**config.mk**
```make
export PLATFORM = sky130hd
export DESIGN_NAME = instr_fetch
export DESIGN_NICKNAME = d
export VERILOG_FILES = /design/src/rtl/instr_fetch.sv
export SDC_FILE = /design/constraint.sdc
export NUM_CORES = 1
export LEC_CHECK = 0
export BUFFER_PORTS_ARGS = -buffer_cell sky130_fd_sc_hd__buf_4
export CAP_MARGIN = 20
export CORE_MARGIN = 2
export CORE_UTILIZATION = 60
export CTS_CLUSTER_DIAMETER = 80
export DETAILED_ROUTE_END_ITERATION = 10
export HOLD_SLACK_MARGIN = 0.02
export PLACE_DENSITY = 0.83
export SLEW_MARGIN = 20
export SYNTH_ARGS = -nofsm -noshare
export SYNTH_HDL_FRONTEND = slang
export SYNTH_SLANG_ARGS = --single-unit
```
**constraint.sdc**
```tcl
create_clock -name clk -period 4.5 [get_ports clk]
set_input_delay 0.9 -clock clk [delete_from_list [all_inputs] [get_ports clk]]
set_output_delay 0.9 -clock clk [all_outputs]
set_load 0.01 [all_outputs]
```
**src/rtl/instr_fetch.sv**
```systemverilog
`timescale 1ns/1ps
`default_nettype none
// ============================================================================
//  Module   : instr_fetch
//  Purpose  : Single-issue instruction fetch with one-entry hold buffer and
//             redirect drain of in-flight memory reads.
//  Revision : 1.0  initial release
// ============================================================================
module instr_fetch #(
    parameter logic [31:0] RESET_PC = 32'h0000_0000
) (
    input  logic        clk,
    input  logic        rst_n,
    input  logic        i_stall_in_dq,
    input  logic        i_redirect,
    input  logic [31:0] i_redirect_pc,
    output logic        o_imem_req,
    output logic [31:0] o_imem_addr,
    input  logic        i_imem_ack,
    input  logic [31:0] i_imem_data,
    output logic [31:0] o_instr,
    output logic [31:0] o_instr_pc,
    output logic        o_stall_out_dq
);

    typedef enum logic [1:0] {
        S_FETCH = 2'd0,
        S_HOLD  = 2'd1,
        S_DRAIN = 2'd2
    } state_t;

    state_t      r_state;
    logic [31:0] r_pc;
    logic [31:0] r_target;
    logic [31:0] r_instr;
    logic [31:0] r_instr_pc;
    logic [31:0] r_hold_instr;
    logic [31:0] r_hold_pc;
    logic        r_valid;
    logic        r_req;

    logic        w_ack;
    logic        w_out_free;
    logic        w_handoff;
    logic [31:0] w_redirect_pc;
    logic [31:0] w_pc_inc;

    // An ack is only meaningful while a request is actually outstanding.
    assign w_ack         = r_req & i_imem_ack;
    assign w_handoff     = r_valid & ~i_stall_in_dq;
    assign w_out_free    = ~r_valid | ~i_stall_in_dq;
    assign w_redirect_pc = i_redirect_pc & ~32'd3;
    assign w_pc_inc      = r_pc + 32'd4;

    always_ff @(posedge clk or negedge rst_n) begin
        if (!rst_n) begin
            r_state      <= S_FETCH;
            r_pc         <= RESET_PC;
            r_target     <= RESET_PC;
            r_instr      <= 32'd0;
            r_instr_pc   <= 32'd0;
            r_hold_instr <= 32'd0;
            r_hold_pc    <= 32'd0;
            r_valid      <= 1'b0;
            r_req        <= 1'b0;
        end else begin
            r_req <= 1'b1;
            case (r_state)
                S_FETCH: begin
                    if (i_redirect) begin
                        r_valid <= 1'b0;
                        if (w_ack || !r_req) begin
                            r_pc <= w_redirect_pc;
                        end else begin
                            // The old read must complete before the new address goes out.
                            r_target <= w_redirect_pc;
                            r_state  <= S_DRAIN;
                        end
                    end else if (w_ack && w_out_free) begin
                        r_instr    <= i_imem_data;
                        r_instr_pc <= r_pc;
                        r_valid    <= 1'b1;
                        r_pc       <= w_pc_inc;
                    end else if (w_ack) begin
                        r_hold_instr <= i_imem_data;
                        r_hold_pc    <= r_pc;
                        r_pc         <= w_pc_inc;
                        r_req        <= 1'b0;
                        r_state      <= S_HOLD;
                    end else if (w_handoff) begin
                        r_valid <= 1'b0;
                    end
                end
                S_HOLD: begin
                    if (i_redirect) begin
                        r_valid <= 1'b0;
                        r_pc    <= w_redirect_pc;
                        r_state <= S_FETCH;
                    end else if (!i_stall_in_dq) begin
                        r_instr    <= r_hold_instr;
                        r_instr_pc <= r_hold_pc;
                        r_valid    <= 1'b1;
                        r_state    <= S_FETCH;
                    end else begin
                        r_req <= 1'b0;
                    end
                end
                S_DRAIN: begin
                    if (w_ack) begin
                        r_pc    <= i_redirect ? w_redirect_pc : r_target;
                        r_state <= S_FETCH;
                    end else if (i_redirect) begin
                        r_target <= w_redirect_pc;
                    end
                end
                default: begin
                    r_state <= S_FETCH;
                end
            endcase
        end
    end

    assign o_imem_req     = r_req;
    assign o_imem_addr    = r_pc;
    assign o_instr        = r_instr;
    assign o_instr_pc     = r_instr_pc;
    assign o_stall_out_dq = ~r_valid;

endmodule
`default_nettype wire

```
==> impl_metrics.yaml, run 1 <==
cts:
  clk_path_buf_depth: 2
  cts_tree: "done"
  root_buffer: "clkbuf_16"
  postCtsSetupBuffers: 0
  clk_pin_slew_ns: 0.07
  clkLatencyLatePin_ns: 0.43
  htreeDepth: 4
  hold_buffers: 0
  cts_resized: 0
  cts.sinks: 196
  cts_buffers: 17
drt:
  wl_per_cell_um: 18.6
  ant_nets: 0
  wl_mm: 22.0
  vias: 7195
  viasPerCell: 6.09
  firstDrtPassIters: 5
  drc: 0
  first_iter_violations: 620
flow_run:
  maxCapViolCount: 0
sta:
  period_minus_slack_ns: 3.18
  maxSlewViolCount: 0
  worst_slack_ns: 1.32
  rsz0062_at_grt: "false"
  setup_viol: 0
  clock_skew_ns: 0.00629
  tns_ns: 0
  max_slew.worst_pin.slew_ns: 1.07
  slew_headroom_pct: 28.4
  hold_viol_final: 0
  fmax_ghz: 0.315
  layout_worst_path_cycle_share_pct: 70.6
status:
  status: "finished, final reports clean"
layout:
  final_common_cell: "dfrtp_1"
  num-nets-final: 1053
  utilization_pct: 73.8
  diodes: 0
  syn_to_final_growth_pct: 20.3
  layout_common_cells: "196 x dfrtp_1, 168 x buf_4, 97 x mux2_2"
  drive_gt1_share_pct: 31.4
worst_hold_path:
  hp-start: "r_target[22]"
  min_path_cells: 1
  hold_class: "register to register"
  hold_path_end: "r_target[22]"
setup_path:
  critPathRequiredTime_ns: 4.85
  r2r_start: "r_state[0]"
  crit_arrival_ns: 3.53
  startpoint_type: "register"
  end_kind: "register"
  worstSetupPathType: "register to register"
  r2r_cells: 7
  path_max_fanout: 23
  r2r-end: "o_imem_addr[25]"
  startpoint: "r_state[0]"
  r2r_slack_ns: 1.32
  critPathMaxStageDelay_ns: 0.89
  worst_path_max_delay_cell: "and2_1"
  path_cells: "inv_1, ha_1, nor2b_1, and2_1, a22oi_1, o31a_1, o22ai_1"
grt:
  antenna_found_initial: 0
  grt_pass1_wl_mm: 35.5
  grtUsageMet2_pct: 41.7
  grt_pass1_vias: 6965
  grt_overflow_total: 0
  gr-max-usage-layer: "met2"
  grt_max_degree: 100
  grtUsageTotal_pct: 27.2
  grtUsageMet3_pct: 4.99
  met1_usage_pct: 39.0
synth:
  synth_area_mm2: 0.00933
  async_reset_ff_share_pct: 100
  yosysTopAreaCellShare_pct: 52.6
  synth_seq_area_share_pct: 52.6
  syn-mean-instance-area_um2: 10.9
  ys_warn_count: 0
  synth_cells: 854
  synth.distinct_cells: 56
  yosysTopAreaCell: "dfrtp_1"
  synth_fp_nets: 927
  synth-main-ff-cell: "dfrtp_1"
  synth_edf_count: 0
  synth-seq-cells: 196
  yosys-top-cells-area: "dfrtp_1 53%, mux2_2 12%, mux2i_1 7.2%"
die:
  die_w_um: 129
  start_util_pct: 61.4
  num_rows: 45
  io_pins: 167
  fp.dieH_um: 129
  dieArea_mm2: 0.0166
  core_mm2: 0.0152
pwr:
  pwr_density_cell_mw_per_mm2: 682
  p_total_uw: 7660
  max-vdd-ir-drop_mv: 0.491
  p_leak_uw: 0.00482
placed_design:
  hpwlAfterDp_mm: 14.2
  place_congestion: 0.886
  post-place-ws_ns: 1.44
  portBuffers: 164
==> logic make-up after synthesis <==
group / after synthesis / share of synthesized area [%]
AO/OA/AOI/OAI: 227 / 15.1
XOR/XNOR: 1 / 0.0939
adder cells (fa/ha/maj): 4 / 0.537
buffers and inverters: 80 / 3.53
flip-flops: 196 / 52.6
multiplexers: 164 / 18.9
AND/OR/NAND/NOR: 182 / 9.23
==> Yosys cell counts, types with 9 or more instances <==
master	number
a21oi_1	93
a221oi_1	9
mux2_2	97
inv_1	16
clkbuf_1	33
a22oi_1	12
o21ai_0	48
mux2i_1	67
nand2_1	30
dfrtp_1	196
buf_2	23
nor2_1	93
a22o_1	11
nand3_1	11
==> per-layer routing <==
| layer | share of wire (%) | vias to the layer above |
|---|---|---|
| met5 | 0 | - |
| met4 | 2.2 | 0 |
| met3 | 5.7 | 38 |
| met2 | 48 | 265 |
| met1 | 44 | 3545 |
| li1 | - | 3347 |
==> power breakdown <==
part / internal [µW] / switching (µW) / leakage (µW) / total, µW
combinational: 1440 / 1480 / 0.00217 / 2920
clock: 796 / 702 / 0.000279 / 1500
sequential: 2560 / 675 / 0.00237 / 3240
total: 4800 / 2850 / 0.00482 / 7660
==> state kept, by name, summed over array words and instances (netlist names) <==
register / flops
o_imem_addr: 32
o_imem_req: 1
o_instr: 32
o_instr_pc: 32
r_hold_instr: 32
r_hold_pc: 32
r_state: 2
r_target: 32
r_valid: 1
==> worst max path at each step <==
stage / to / slack (ns) / cells past startpoint
final: o_imem_addr[25] / 1.32 / 7
after global routing: o_imem_addr[18] / 1.12 / 7
after CTS: o_imem_addr[25] / 1.44 / 7
after detailed placement: o_imem_addr[25] / 1.44 / 7
after global placement: o_imem_addr[29] / 1.47 / 7
after floorplan: o_imem_addr[27] / 2.09 / 7
==> stage by stage <==
step / area (µm²) / instances / hold slack (ns)
6_report: 11200 / 1181 / 0.508
5_1_grt: 11200 / 1181 / 0.519
4_1_cts: 11200 / 1181 / 0.507
3_5_place_dp: 10600 / 1149 / 0.495
3_3_place_gp: 10600 / 1149 / 0.480
2_1_floorplan: 9330 / 854 / 0.464
==> worst max-delay path: cells and delay by family, from the launching register on <==
kind                     cells  cell delay [ns]
AO/OA/AOI/OAI                3             0.57
adder cells (fa/ha/maj)      1             0.73
AND/OR/NAND/NOR              2             1.24
buffers and inverters        1             0.11
flip-flops                   1             0.45
==> cell type report <==
class                      instances  area, µm²
clock buffer                      18        439
clock inverter                    14        144
fill                            1065       3980
inverter                          16       60.1
multi-input combinational        578       4130
sequential                       196       4900
tap                              188        235
timing repair buffer             171       1320
Power figures use the tool's default switching activity.
==> inputs of run 2 (changes only) <==
Settings changed: CORE_UTILIZATION 60 to 56, PLACE_DENSITY 0.83 to 0.78.
Clock period 4.5 ns to 3.22 ns, I/O delays scaled along.
==> impl_metrics.yaml, run 2 (synthesis gave the netlist of run 1 again) <==
status:
  status: "finished, final reports clean"
placed_design:
  hpwlAfterDp_mm: 15.1
  place_congestion: 0.866
  portBuffers: 164
flow_run:
  maxCapViolCount: 0
pwr:
  internal_power_uw: 6880
  pwr_density_cell_mw_per_mm2: 944
  switchingPower_uw: 3910
  switching_share_pct: 36.3
  p_seq_share_pct: 41.7
  comb_power_share_pct: 38.4
  p_total_uw: 10800
  p_clk_share_pct: 19.8
  max-vdd-ir-drop_mv: 0.524
  p_leak_uw: 0.00494
drt:
  drc: 0
  ant_nets: 0
  wl_per_cell_um: 18.0
  wl_met1_mm: 9.97
  first_iter_violations: 622
  wl_mm: 22.1
  top_layer_used: "met4"
  vias: 7283
  firstDrtPassIters: 6
  wl_met3_mm: 1.35
  viasPerCell: 5.92
  dr_wl_met2_mm: 10.3
setup_path:
  startpoint_type: "register"
  crit_arrival_ns: 2.93
  path_max_fanout: 34
  worstSetupPathType: "register to register"
  end_kind: "register"
  critPathRequiredTime_ns: 3.54
  r2r_slack_ns: 0.61
cts:
  cts_resized: 0
  clk_pin_slew_ns: 0.07
  clkLatencyLatePin_ns: 0.43
  root_buffer: "clkbuf_16"
  cts.sinks: 196
  hold_buffers: 0
  htreeDepth: 4
  cts_buffers: 17
  clk_path_buf_depth: 2
  postCtsSetupBuffers: 0
  cts_tree: "done"
sta:
  fmax_ghz: 0.383
  clock_skew_ns: 0.00980
  maxSlewViolCount: 0
  setup_viol: 0
  period_minus_slack_ns: 2.61
  rsz0062_at_grt: "false"
  hold_viol_final: 0
  max_slew.worst_pin.slew_ns: 0.773
  tns_ns: 0
  layout_worst_path_cycle_share_pct: 81.1
  slew_headroom_pct: 48.3
layout:
  diodes: 0
  n_fill_cell: 1236
  layout_common_cells: "196 x dfrtp_1, 183 x buf_4, 97 x mux2_2"
  final_common_cell: "dfrtp_1"
  drive_gt1_share_pct: 32.4
  syn_to_final_growth_pct: 22.6
  num-nets-final: 1071
die:
  dieArea_mm2: 0.0177
  die_w_um: 133
  num_rows: 47
  core_mm2: 0.0164
  fp.dieH_um: 133
  start_util_pct: 56.9
  io_pins: 167
worst_hold_path:
  hold_class: "primary input to async pin"
grt:
  grt_overflow_total: 0
  grt_pass1_vias: 6967
  grtUsageTotal_pct: 25.7
  grt_max_degree: 79
  antenna_found_initial: 0
  grt_pass1_wl_mm: 36.0
## run 2: changes by cell type in the layout (fill, tap and decap cells not counted), sizes merged
cell | previous run | this run
buf | 170 | 188
bufinv | 1 | 2
inv | 22 | 20
clkbuf | 19 | 22
clkinvlp | 3 | 1
clkinv | 4 | 3
## run 2: stage by stage
stage / instances / util, % / hold WS (ns) / worst slack [ns] / area [µm²]
2_1_floorplan: 854 / - / 0.348 / 1.06 / 9330
3_3_place_gp: 1199 / 66.1 / 0.481 / 0.597 / 10900
3_5_place_dp: 1199 / 66.1 / 0.489 / 0.539 / 10900
4_1_cts: 1230 / 69.7 / 0.253 / 0.635 / 11400
5_1_grt: 1230 / 69.7 / 0.269 / 0.378 / 11400
6_report: 1230 / 69.7 / 0.212 / 0.608 / 11400
## run 2: layer usage
metal	vias up	GRT usage, %
met1	3563	36.6
li1	3393	-
met3	42	4.79
met5	-	0
met2	285	39.5
met4	0	9.74
## run 2: area by class of cell
class	count	area (µm²)	area share [%]
clock inverters	10	120	1.05
repair buffers	189	1490	13.0
multi-input cells	578	4120	36.0
well taps	220	275	2.41
clock buffers	21	470	4.11
inverters	16	60.1	0.525
flip-flops and latches	196	4900	42.9
## run 2: worst max-delay path, stage by stage (launching register included)
cell and delay, ns:
dfrtp_1 0.40, inv_1 0.14, ha_1 0.43, nor2b_1 0.31
a211o_1 0.24, or2_1 0.31, buf_4 0.37, nor2_1 0.10
o22a_1 0.18
## run 2: path summary, 6_finish.rpt
kind                                 startpoint                to  cells past startpoint
worst min-delay path                      rst_n      r_target[20]                      1
worst min register to register      r_target[1]       r_target[1]                      1
worst max-delay path                 r_state[1]   o_imem_addr[11]                      8
worst max register to register       r_state[1]   o_imem_addr[11]                      8
min in group clk                i_imem_data[24]  r_hold_instr[24]                      2
max in group asynchronous                 rst_n  r_hold_instr[29]                      2
## run 2: power by group through the flow
stage	Sequential [µW]	Clock, µW	Combinational [µW]
5_1_grt	4660	2290	4540
4_1_cts	4490	2180	4170
2_1_floorplan	4500	0	2350
3_3_place_gp	4460	0	4030
3_5_place_dp	4530	0	4150
6_report	4510	2140	4150
==> inputs of run 3 (changes only) <==
Clock period 3.22 ns to 2.65 ns, I/O delays scaled along.
==> impl_metrics.yaml, run 3 (synthesis gave the netlist of run 1 again) <==
sta:
  slew_headroom_pct: 60.3
  setup_viol: 0
  rsz0062_at_grt: "false"
  period_minus_slack_ns: 2.49
  clock_skew_ns: 0.0129
  hold_viol_final: 0
  max_slew.worst_pin.slew_ns: 0.590
  tns_ns: 0
  maxSlewViolCount: 0
  layout_worst_path_cycle_share_pct: 93.8
  fmax_ghz: 0.402
setup_path:
  worstSetupPathType: "register to register"
  crit_arrival_ns: 2.78
  end_kind: "register"
  startpoint_type: "register"
  startpoint: "r_state[0]"
  r2r_cells: 8
  r2r-end: "o_imem_addr[18]"
  endpoint: "o_imem_addr[18]"
  r2r_slack_ns: 0.16
  r2r_start: "r_state[0]"
  path_max_fanout: 30
  critPathRequiredTime_ns: 2.95
drt:
  wl_mm: 22.1
  wl_per_cell_um: 17.8
  firstDrtPassIters: 5
  vias: 7327
  viasPerCell: 5.90
  ant_nets: 0
  drc: 0
  first_iter_violations: 593
cts:
  clk_pin_slew_ns: 0.07
  cts_resized: 0
  cts_tree: "done"
  htreeDepth: 4
  cts_buffers: 17
  clkLatencyLatePin_ns: 0.44
  postCtsSetupBuffers: 0
  clk_path_buf_depth: 2
  hold_buffers: 0
  root_buffer: "clkbuf_16"
  cts.sinks: 196
placed_design:
  hpwlAfterDp_mm: 15.1
  portBuffers: 164
  place_congestion: 0.858
grt:
  grtUsageTotal_pct: 25.3
  grt_max_degree: 69
  antenna_found_initial: 0
  grt_pass1_vias: 6798
  grt_pass1_wl_mm: 35.6
  grt_overflow_total: 0
pwr:
  switchingPower_uw: 4780
  switching_share_pct: 36.5
  p_total_uw: 13100
  comb_power_share_pct: 39.8
  p_clk_share_pct: 18.9
  max-vdd-ir-drop_mv: 0.546
  p_leak_uw: 0.00497
  p_seq_share_pct: 41.3
  pwr_density_cell_mw_per_mm2: 1140
  internal_power_uw: 8330
layout:
  drive_gt1_share_pct: 33.1
  syn_to_final_growth_pct: 23.5
  utilization_pct: 70.2
  diodes: 0
  final_common_cell: "dfrtp_1"
  num-nets-final: 1082
  layout_common_cells: "196 x dfrtp_1, 192 x buf_4, 97 x mux2_2"
  n_fill_cell: 1216
die:
  io_pins: 167
  num_rows: 47
  dieArea_mm2: 0.0177
  core_mm2: 0.0164
  fp.dieH_um: 133
  die_w_um: 133
  start_util_pct: 56.9
worst_hold_path:
  hold_class: "primary input to async pin"
status:
  status: "finished, final reports clean"
flow_run:
  maxCapViolCount: 0
==> run 3: changes by cell type in the layout (fill, tap and decap cells not counted) <==
cell / change
clkinv_2: -1
a22o_2: +1
a22o_1: -1
clkinvlp_4: +2
buf_4: +9
bufinv_16: -1
clkinv_4: +2
inv_6: -2
buf_12: +2
clkbuf_8: -1
clkbuf_1: +1
==> run 3: worst max-delay path: stages, from the launching register on <==
cell and delay, ns:
dfrtp_1 0.46, inv_1 0.09, ha_1 0.29, nor2b_1 0.20, a211o_1 0.37, or2_1 0.34
buf_4 0.27, o21ai_0 0.21, o21ai_0 0.11
==> run 3: per-layer routing <==
metal,share of wire (%),vias to the layer above,track usage (%)
met1,45,3619,37.3
met3,6.3,25,4.25
met4,1.6,0,7.95
met5,0,-,0
li1,-,3408,-
met2,47,275,38.5
==> run 3: per-stage QoR <==
step | setup slack [ns] | instance area, µm² | instances | hold slack [ns]
3_3_place_gp | 0.296 | 11000 | 1210 | 0.482
5_1_grt | 0.0277 | 11500 | 1241 | 0.0822
4_1_cts | 0.199 | 11500 | 1241 | 0.0725
2_1_floorplan | 0.548 | 9330 | 854 | 0.234
3_5_place_dp | 0.223 | 11000 | 1210 | 0.496
6_report | 0.163 | 11500 | 1241 | 0.0551
==> run 3: how the worst min path moves through the flow <==
stage	startpoint	end	slack (ns)	cells after the start
CTS	rst_n	r_target[26]	0.07	1
finish	rst_n	r_target[23]	0.06	1
global placement	r_target[0]	r_target[0]	0.48	1
detailed placement	r_hold_instr[14]	r_hold_instr[14]	0.50	1
floorplan	rst_n	o_imem_addr[0]	0.23	0
global route	rst_n	r_target[23]	0.08	1
==> run 3: area by class of cell <==
class	count	area, µm²	share of cell area (%)
Clock buffer	21	460	4.00
Tap cell	220	275	2.39
Multi-Input combinational cell	578	4120	35.8
Clock inverter	10	100	0.869
Inverter	16	60.1	0.521
Sequential cell	196	4900	42.6
Timing Repair Buffer	200	1600	13.8
==> run 3: power by group through the flow <==
stage               sequential [µW]  clock [µW]  combinational, µW
finish                         5410        2480               5210
CTS                            5400        2520               5220
detailed placement             5440           0               5190
floorplan                      5470           0               2860
global placement               5370           0               5040
global route                   5590        2640               5700
